==> config.mk <==
export PLATFORM = sky130hd
export DESIGN_NAME = hamming_decode_scheduler
export DESIGN_NICKNAME = d
export VERILOG_FILES = /design/src/rtl/hamming_decode_scheduler.sv
export SDC_FILE = /design/constraint.sdc
export NUM_CORES = 1
export LEC_CHECK = 0
export CORE_AREA = 5 5 201 203
export CTS_CLUSTER_DIAMETER = 200
export DETAILED_ROUTE_END_ITERATION = 10
export DIE_AREA = 0 0 206 208
export REMOVE_ABC_BUFFERS = 1
export SLEW_MARGIN = 15
export SYNTH_ARGS = -nofsm -noshare
export SYNTH_HDL_FRONTEND = slang
export SYNTH_SLANG_ARGS = --single-unit
==> constraint.sdc <==
create_clock -name clk -period 10.1 [get_ports clk]
set_clock_uncertainty 0.2 [all_clocks]
set_input_delay 2.02 -clock clk [delete_from_list [all_inputs] [get_ports clk]]
set_output_delay 2.02 -clock clk [all_outputs]
set_load 0.03 [all_outputs]
==> src/rtl/hamming_decode_scheduler.sv <==
// hamming_decode_scheduler
// Round-robin arbiter that time-shares one external combinational Hamming(71,64)
// decoder between NUM_REQ requesters. One transaction is in flight at a time:
// IDLE (grant) -> ISSUE (decoder settles) -> CAPTURE (latch result) -> HOLD
// (wait for downstream). Also keeps a saturating count of results that had a
// non-zero syndrome.
module hamming_decode_scheduler #(
   parameter int unsigned NUM_REQ = 4,
   parameter int unsigned ID_W    = 2,
   parameter int unsigned CNT_W   = 16
) (
   input  logic                   clk,
   input  logic                   rst,
   input  logic [NUM_REQ-1:0]     req_valid,
   output logic [NUM_REQ-1:0]     req_ready,
   input  logic [NUM_REQ*71-1:0]  req_data,
   output logic                   dec_enable,
   output logic [70:0]            dec_data_in,
   input  logic [63:0]            dec_decoded_out,
   input  logic [6:0]             dec_syndrome,
   output logic                   out_valid,
   input  logic                   out_ready,
   output logic [63:0]            out_data,
   output logic [ID_W-1:0]        out_id,
   output logic                   out_err,
   output logic [6:0]             out_syndrome,
   input  logic                   err_clear,
   output logic [CNT_W-1:0]       err_count
);

   localparam int unsigned CW_W   = 71;
   localparam int unsigned DATA_W = 64;
   localparam int unsigned SYN_W  = 7;

   typedef enum logic [1:0] {
      IDLE,
      ISSUE,
      CAPTURE,
      HOLD
   } state_t;

   state_t              state_q, state_d;
   logic [ID_W-1:0]     rr_ptr_q, rr_ptr_d;
   logic [ID_W-1:0]     id_q, id_d;
   logic                dec_enable_q, dec_enable_d;
   logic [CW_W-1:0]     dec_data_in_q, dec_data_in_d;
   logic                out_valid_q, out_valid_d;
   logic [DATA_W-1:0]   out_data_q, out_data_d;
   logic [ID_W-1:0]     out_id_q, out_id_d;
   logic                out_err_q, out_err_d;
   logic [SYN_W-1:0]    out_syndrome_q, out_syndrome_d;
   logic [CNT_W-1:0]    err_count_q, err_count_d;

   logic [CW_W-1:0]     req_cw [NUM_REQ];
   logic                grant_found;
   logic [ID_W-1:0]     grant_idx;
   logic [ID_W-1:0]     scan_idx;

   // Split the flat request bus into one codeword per requester.
   always_comb begin
      for (int unsigned i = 0; i < NUM_REQ; i++) begin
         req_cw[i] = req_data[CW_W*i +: CW_W];
      end
   end

   // Round-robin search starting at rr_ptr; first valid requester wins.
   always_comb begin
      grant_found = 1'b0;
      grant_idx   = '0;
      scan_idx    = '0;
      for (int unsigned k = 0; k < NUM_REQ; k++) begin
         scan_idx = ID_W'((32'(rr_ptr_q) + k) % NUM_REQ);
         if (!grant_found && req_valid[scan_idx]) begin
            grant_found = 1'b1;
            grant_idx   = scan_idx;
         end
      end
   end

   // Accept is offered only in IDLE, and only to the granted requester.
   always_comb begin
      req_ready = '0;
      if (state_q == IDLE && grant_found) begin
         req_ready[grant_idx] = 1'b1;
      end
   end

   // Next-state and next-output computation for the transaction sequencer.
   always_comb begin
      state_d        = state_q;
      rr_ptr_d       = rr_ptr_q;
      id_d           = id_q;
      dec_enable_d   = dec_enable_q;
      dec_data_in_d  = dec_data_in_q;
      out_valid_d    = out_valid_q;
      out_data_d     = out_data_q;
      out_id_d       = out_id_q;
      out_err_d      = out_err_q;
      out_syndrome_d = out_syndrome_q;

      unique case (state_q)
         IDLE: begin
            if (grant_found) begin
               dec_data_in_d = req_cw[grant_idx];
               dec_enable_d  = 1'b1;
               id_d          = grant_idx;
               rr_ptr_d      = ID_W'((32'(grant_idx) + 32'd1) % NUM_REQ);
               state_d       = ISSUE;
            end
         end
         ISSUE: begin
            state_d = CAPTURE;
         end
         CAPTURE: begin
            out_data_d     = dec_decoded_out;
            out_syndrome_d = dec_syndrome;
            out_err_d      = |dec_syndrome;
            out_id_d       = id_q;
            out_valid_d    = 1'b1;
            dec_enable_d   = 1'b0;
            state_d        = HOLD;
         end
         HOLD: begin
            if (out_ready) begin
               out_valid_d = 1'b0;
               state_d     = IDLE;
            end
         end
         default: begin
            state_d = IDLE;
         end
      endcase
   end

   // Saturating error counter; a clear wins over a same-edge increment.
   always_comb begin
      err_count_d = err_count_q;
      if (err_clear) begin
         err_count_d = '0;
      end else if (state_q == CAPTURE && (|dec_syndrome) && err_count_q != '1) begin
         err_count_d = err_count_q + CNT_W'(1);
      end
   end

   // State and registered outputs; reset drops any in-flight transaction.
   always_ff @(posedge clk or posedge rst) begin
      if (rst) begin
         state_q        <= IDLE;
         rr_ptr_q       <= '0;
         id_q           <= '0;
         dec_enable_q   <= 1'b0;
         dec_data_in_q  <= '0;
         out_valid_q    <= 1'b0;
         out_data_q     <= '0;
         out_id_q       <= '0;
         out_err_q      <= 1'b0;
         out_syndrome_q <= '0;
         err_count_q    <= '0;
      end else begin
         state_q        <= state_d;
         rr_ptr_q       <= rr_ptr_d;
         id_q           <= id_d;
         dec_enable_q   <= dec_enable_d;
         dec_data_in_q  <= dec_data_in_d;
         out_valid_q    <= out_valid_d;
         out_data_q     <= out_data_d;
         out_id_q       <= out_id_d;
         out_err_q      <= out_err_d;
         out_syndrome_q <= out_syndrome_d;
         err_count_q    <= err_count_d;
      end
   end

   assign dec_enable   = dec_enable_q;
   assign dec_data_in  = dec_data_in_q;
   assign out_valid    = out_valid_q;
   assign out_data     = out_data_q;
   assign out_id       = out_id_q;
   assign out_err      = out_err_q;
   assign out_syndrome = out_syndrome_q;
   assign err_count    = err_count_q;

endmodule

==> results.tsv <==
metric	value	unit
status	completed	
synthCells	702	
cp.arrival	4.56	ns
die_y	208	microns
setup_violations	0	
setup_slack	3.32	ns
clkTransAtPathRegs	0.07	ns
vias_per_cell	4.49	
reg2reg_depth	7	
worst_skew_pair.late_latency	0.44	ns
drc	0	
crit_slowest_cell	clkdlybuf4s50_1	
synth_edf_count	0	
antennaDiodeCount	0	
max_cap_viol_count	0	
holdPathStages	2	
worstMarginPinSlew	1.06	ns
via_count	7805	
p_per_area	292	mW/mm^2
ios	530	
max_freq	0.147	GHz
total_leakage_power	0.00608	uW
place_hpwl	26800	microns
grt_start_max_net_pins	89	
worstPathCellList	clkdlybuf4s50_1 -> mux2i_1 -> nor2_1 -> nor3_2 -> nand2b_2 -> buf_4 -> nor2_1 -> clkdlybuf4s50_1	
ant_nets	0	
antenna_found_initial	0	
cp-startpoint	req_valid[2]	
async_flop_share	1.00	
synth_area_per_cell	12.0	sq um
grt_usage	0.158	
fin_crit	6.78	ns
yosys_warnings	0	
wire_per_inst	20.1	microns
grt_pass1_wl	51900	microns
ys_seq_area_frac	0.501	
dominantRegCellSynth	dfrtp_1	
ctsResizeCount	0	
reg2reg_to	dec_data_in[2]	
cp-start-kind	input pin	
synth.distinct_cells	46	
portBuffers	529	
die_w	206	microns
rsz0062_at_grt	false	
fp.dieArea	0.0428	sq mm
cts_buffer_depth	2	
slowest_delay	0.63	ns
r2r_start	rr_ptr_q[1]	
path_class	in -> out	
fin_nets	1575	
syn2layout_area_growth	75.5	%
hold_buffers	0	
holdWs	0.279	ns
drtIter0Drc	303	
drtPass1Iterations	4	
timing.final.max_slew_violations	0	
initial_core_util	0.220	
relSlewSlack	0.296	
drt-total-wl	34900	microns
h-tree-depth	4	
post-cts-setup-buffer-count	0	
cts_inserted_buffers	17	
min_path_type	reg -> reg	
cp-end-kind	output pin	
synth_seq_cells	169	
hold_viol	0	
place_congestion	0.875	
clock-sinks	169	
place_ws	3.31	ns
overflow	0	
r2r_slack	6.58	ns
cts-root-buf	clkbuf_16	
rows	72	
drive_above_1_share	0.106	
fillers	3760	
core-area	0.0383	sq mm
crit_required	7.88	ns
finalPower	4320	uW
synthesis.area	0.00844	sq mm
finalCritPeriodShare	0.671	
grt_pass1_vias	8268	
cts_tree	built	
cp_max_fo	42	
peakVddDrop	157	uV
crit_end	req_ready[0]	
[flip-flops by register name, summed over array words and instances, names as in the netlist]
register      cells
dec_enable        1
out_valid         1
dec_data_in      71
rr_ptr_q          2
err_count        16
state_q           2
id_q              2
out_data         64
out_syndrome      7
out_id            2
out_err           1
[layout make-up]
class	count	area [sq um]	share of cell area
repair buffers	538	5380	0.363
clock buffers	19	443	0.0299
inverters	6	27.5	0.00186
clock inverters	12	128	0.00862
well taps	518	648	0.0438
multi-input cells	475	3950	0.267
flip-flops and latches	169	4230	0.286
[worst min path at each step]
stage | from | endpoint | slack, ns
detailed placement | id_q[1] | id_q[1] | 0.26
CTS | id_q[1] | id_q[1] | 0.28
floorplan | id_q[1] | id_q[1] | 0.24
global placement | id_q[0] | id_q[0] | 0.25
global route | id_q[1] | id_q[1] | 0.30
finish | id_q[1] | id_q[1] | 0.28
[metal layers]
layer | GRT usage | routed length (microns) | share of wire | vias to the layer above
met5 | 0 | 0 | 0 | -
met1 | 0.193 | 14100 | 0.41 | 3877
met2 | 0.271 | 17700 | 0.51 | 281
met4 | 0.0546 | 858 | 0.025 | 0
met3 | 0.0400 | 2210 | 0.063 | 39
li1 | - | - | - | 3608
[critical path: cells and delay by family]
family	cells	cell delay, ns
buffers and inverters	3	1.55
muxes	1	0.17
and+or+nand+nor	4	0.78
[cells in the final DEF, fill, tap and decap left out, types with 2 or more instances in the layout]
master           Yosys  final
a21oi_1              4      4
nor2_1              20     20
nand3b_1             2      2
clkinv_4             0      3
nand2_1             87     86
mux2_1               2      2
clkbuf_16            0     17
o21ai_0              6      6
nor2b_1              6      6
inv_8                0      2
and3_1               2      2
xnor2_1              9      9
inv_6                0      6
mux2i_1            145    145
nand3_1              5      5
dfrtp_1            169    169
inv_1                6      5
and4_1               2      2
buf_4                7      8
nor3_1               7      7
ha_1                 5      4
nand4_1              4      4
clkdlybuf4s50_1      0    529
o221ai_1            71     71
a211oi_1             2      2
mux2_2              73     73
[Yosys cell counts, types with 6 or more instances]
cell type	instances	area (sq um)
buf_2	29	145
mux2i_1	145	1450
clkbuf_1	14	52.6
o221ai_1	71	622
nor2_1	20	75.1
xnor2_1	9	78.8
nor2b_1	6	37.5
nor3_1	7	35.0
buf_4	7	52.6
inv_1	6	22.5
nand2_1	87	327
mux2_2	73	822
o21ai_0	6	30.0
dfrtp_1	169	4230
[through the flow]
| stage | instance area [sq um] | util | setup TNS (ns) | cells |
|---|---|---|---|---|
| finish | 14800 | 0.387 | 0 | 1737 |
| global route | 14800 | 0.387 | 0 | 1737 |
| CTS | 14800 | 0.387 | 0 | 1737 |
| detailed placement | 14200 | 0.372 | 0 | 1706 |
| global placement | 14200 | 0.372 | 0 | 1706 |
| floorplan | 8170 | - | -4.61 | 650 |
[power by group]
part           switching [uW]  total [uW]  internal (uW)
Sequential                178        1170            996
Clock                     310         663            353
Combinational            1370        2480           1110
Total                    1860        4320           2460
[kinds of logic (layout without fill, tap and decap cells)]
| kind of cell | count (synthesis) | in the layout | synth area share |
|---|---|---|---|
| flops | 169 | 169 | 0.501 |
| xor+xnor | 9 | 9 | 0.00934 |
| simple gates | 148 | 148 | 0.0822 |
| mux | 220 | 220 | 0.272 |
| compound gates | 93 | 93 | 0.0933 |
| fa+ha+maj | 5 | 5 | 0.00742 |
| buf+inv | 58 | 575 | 0.0344 |
Power figures use the tool's default switching activity.
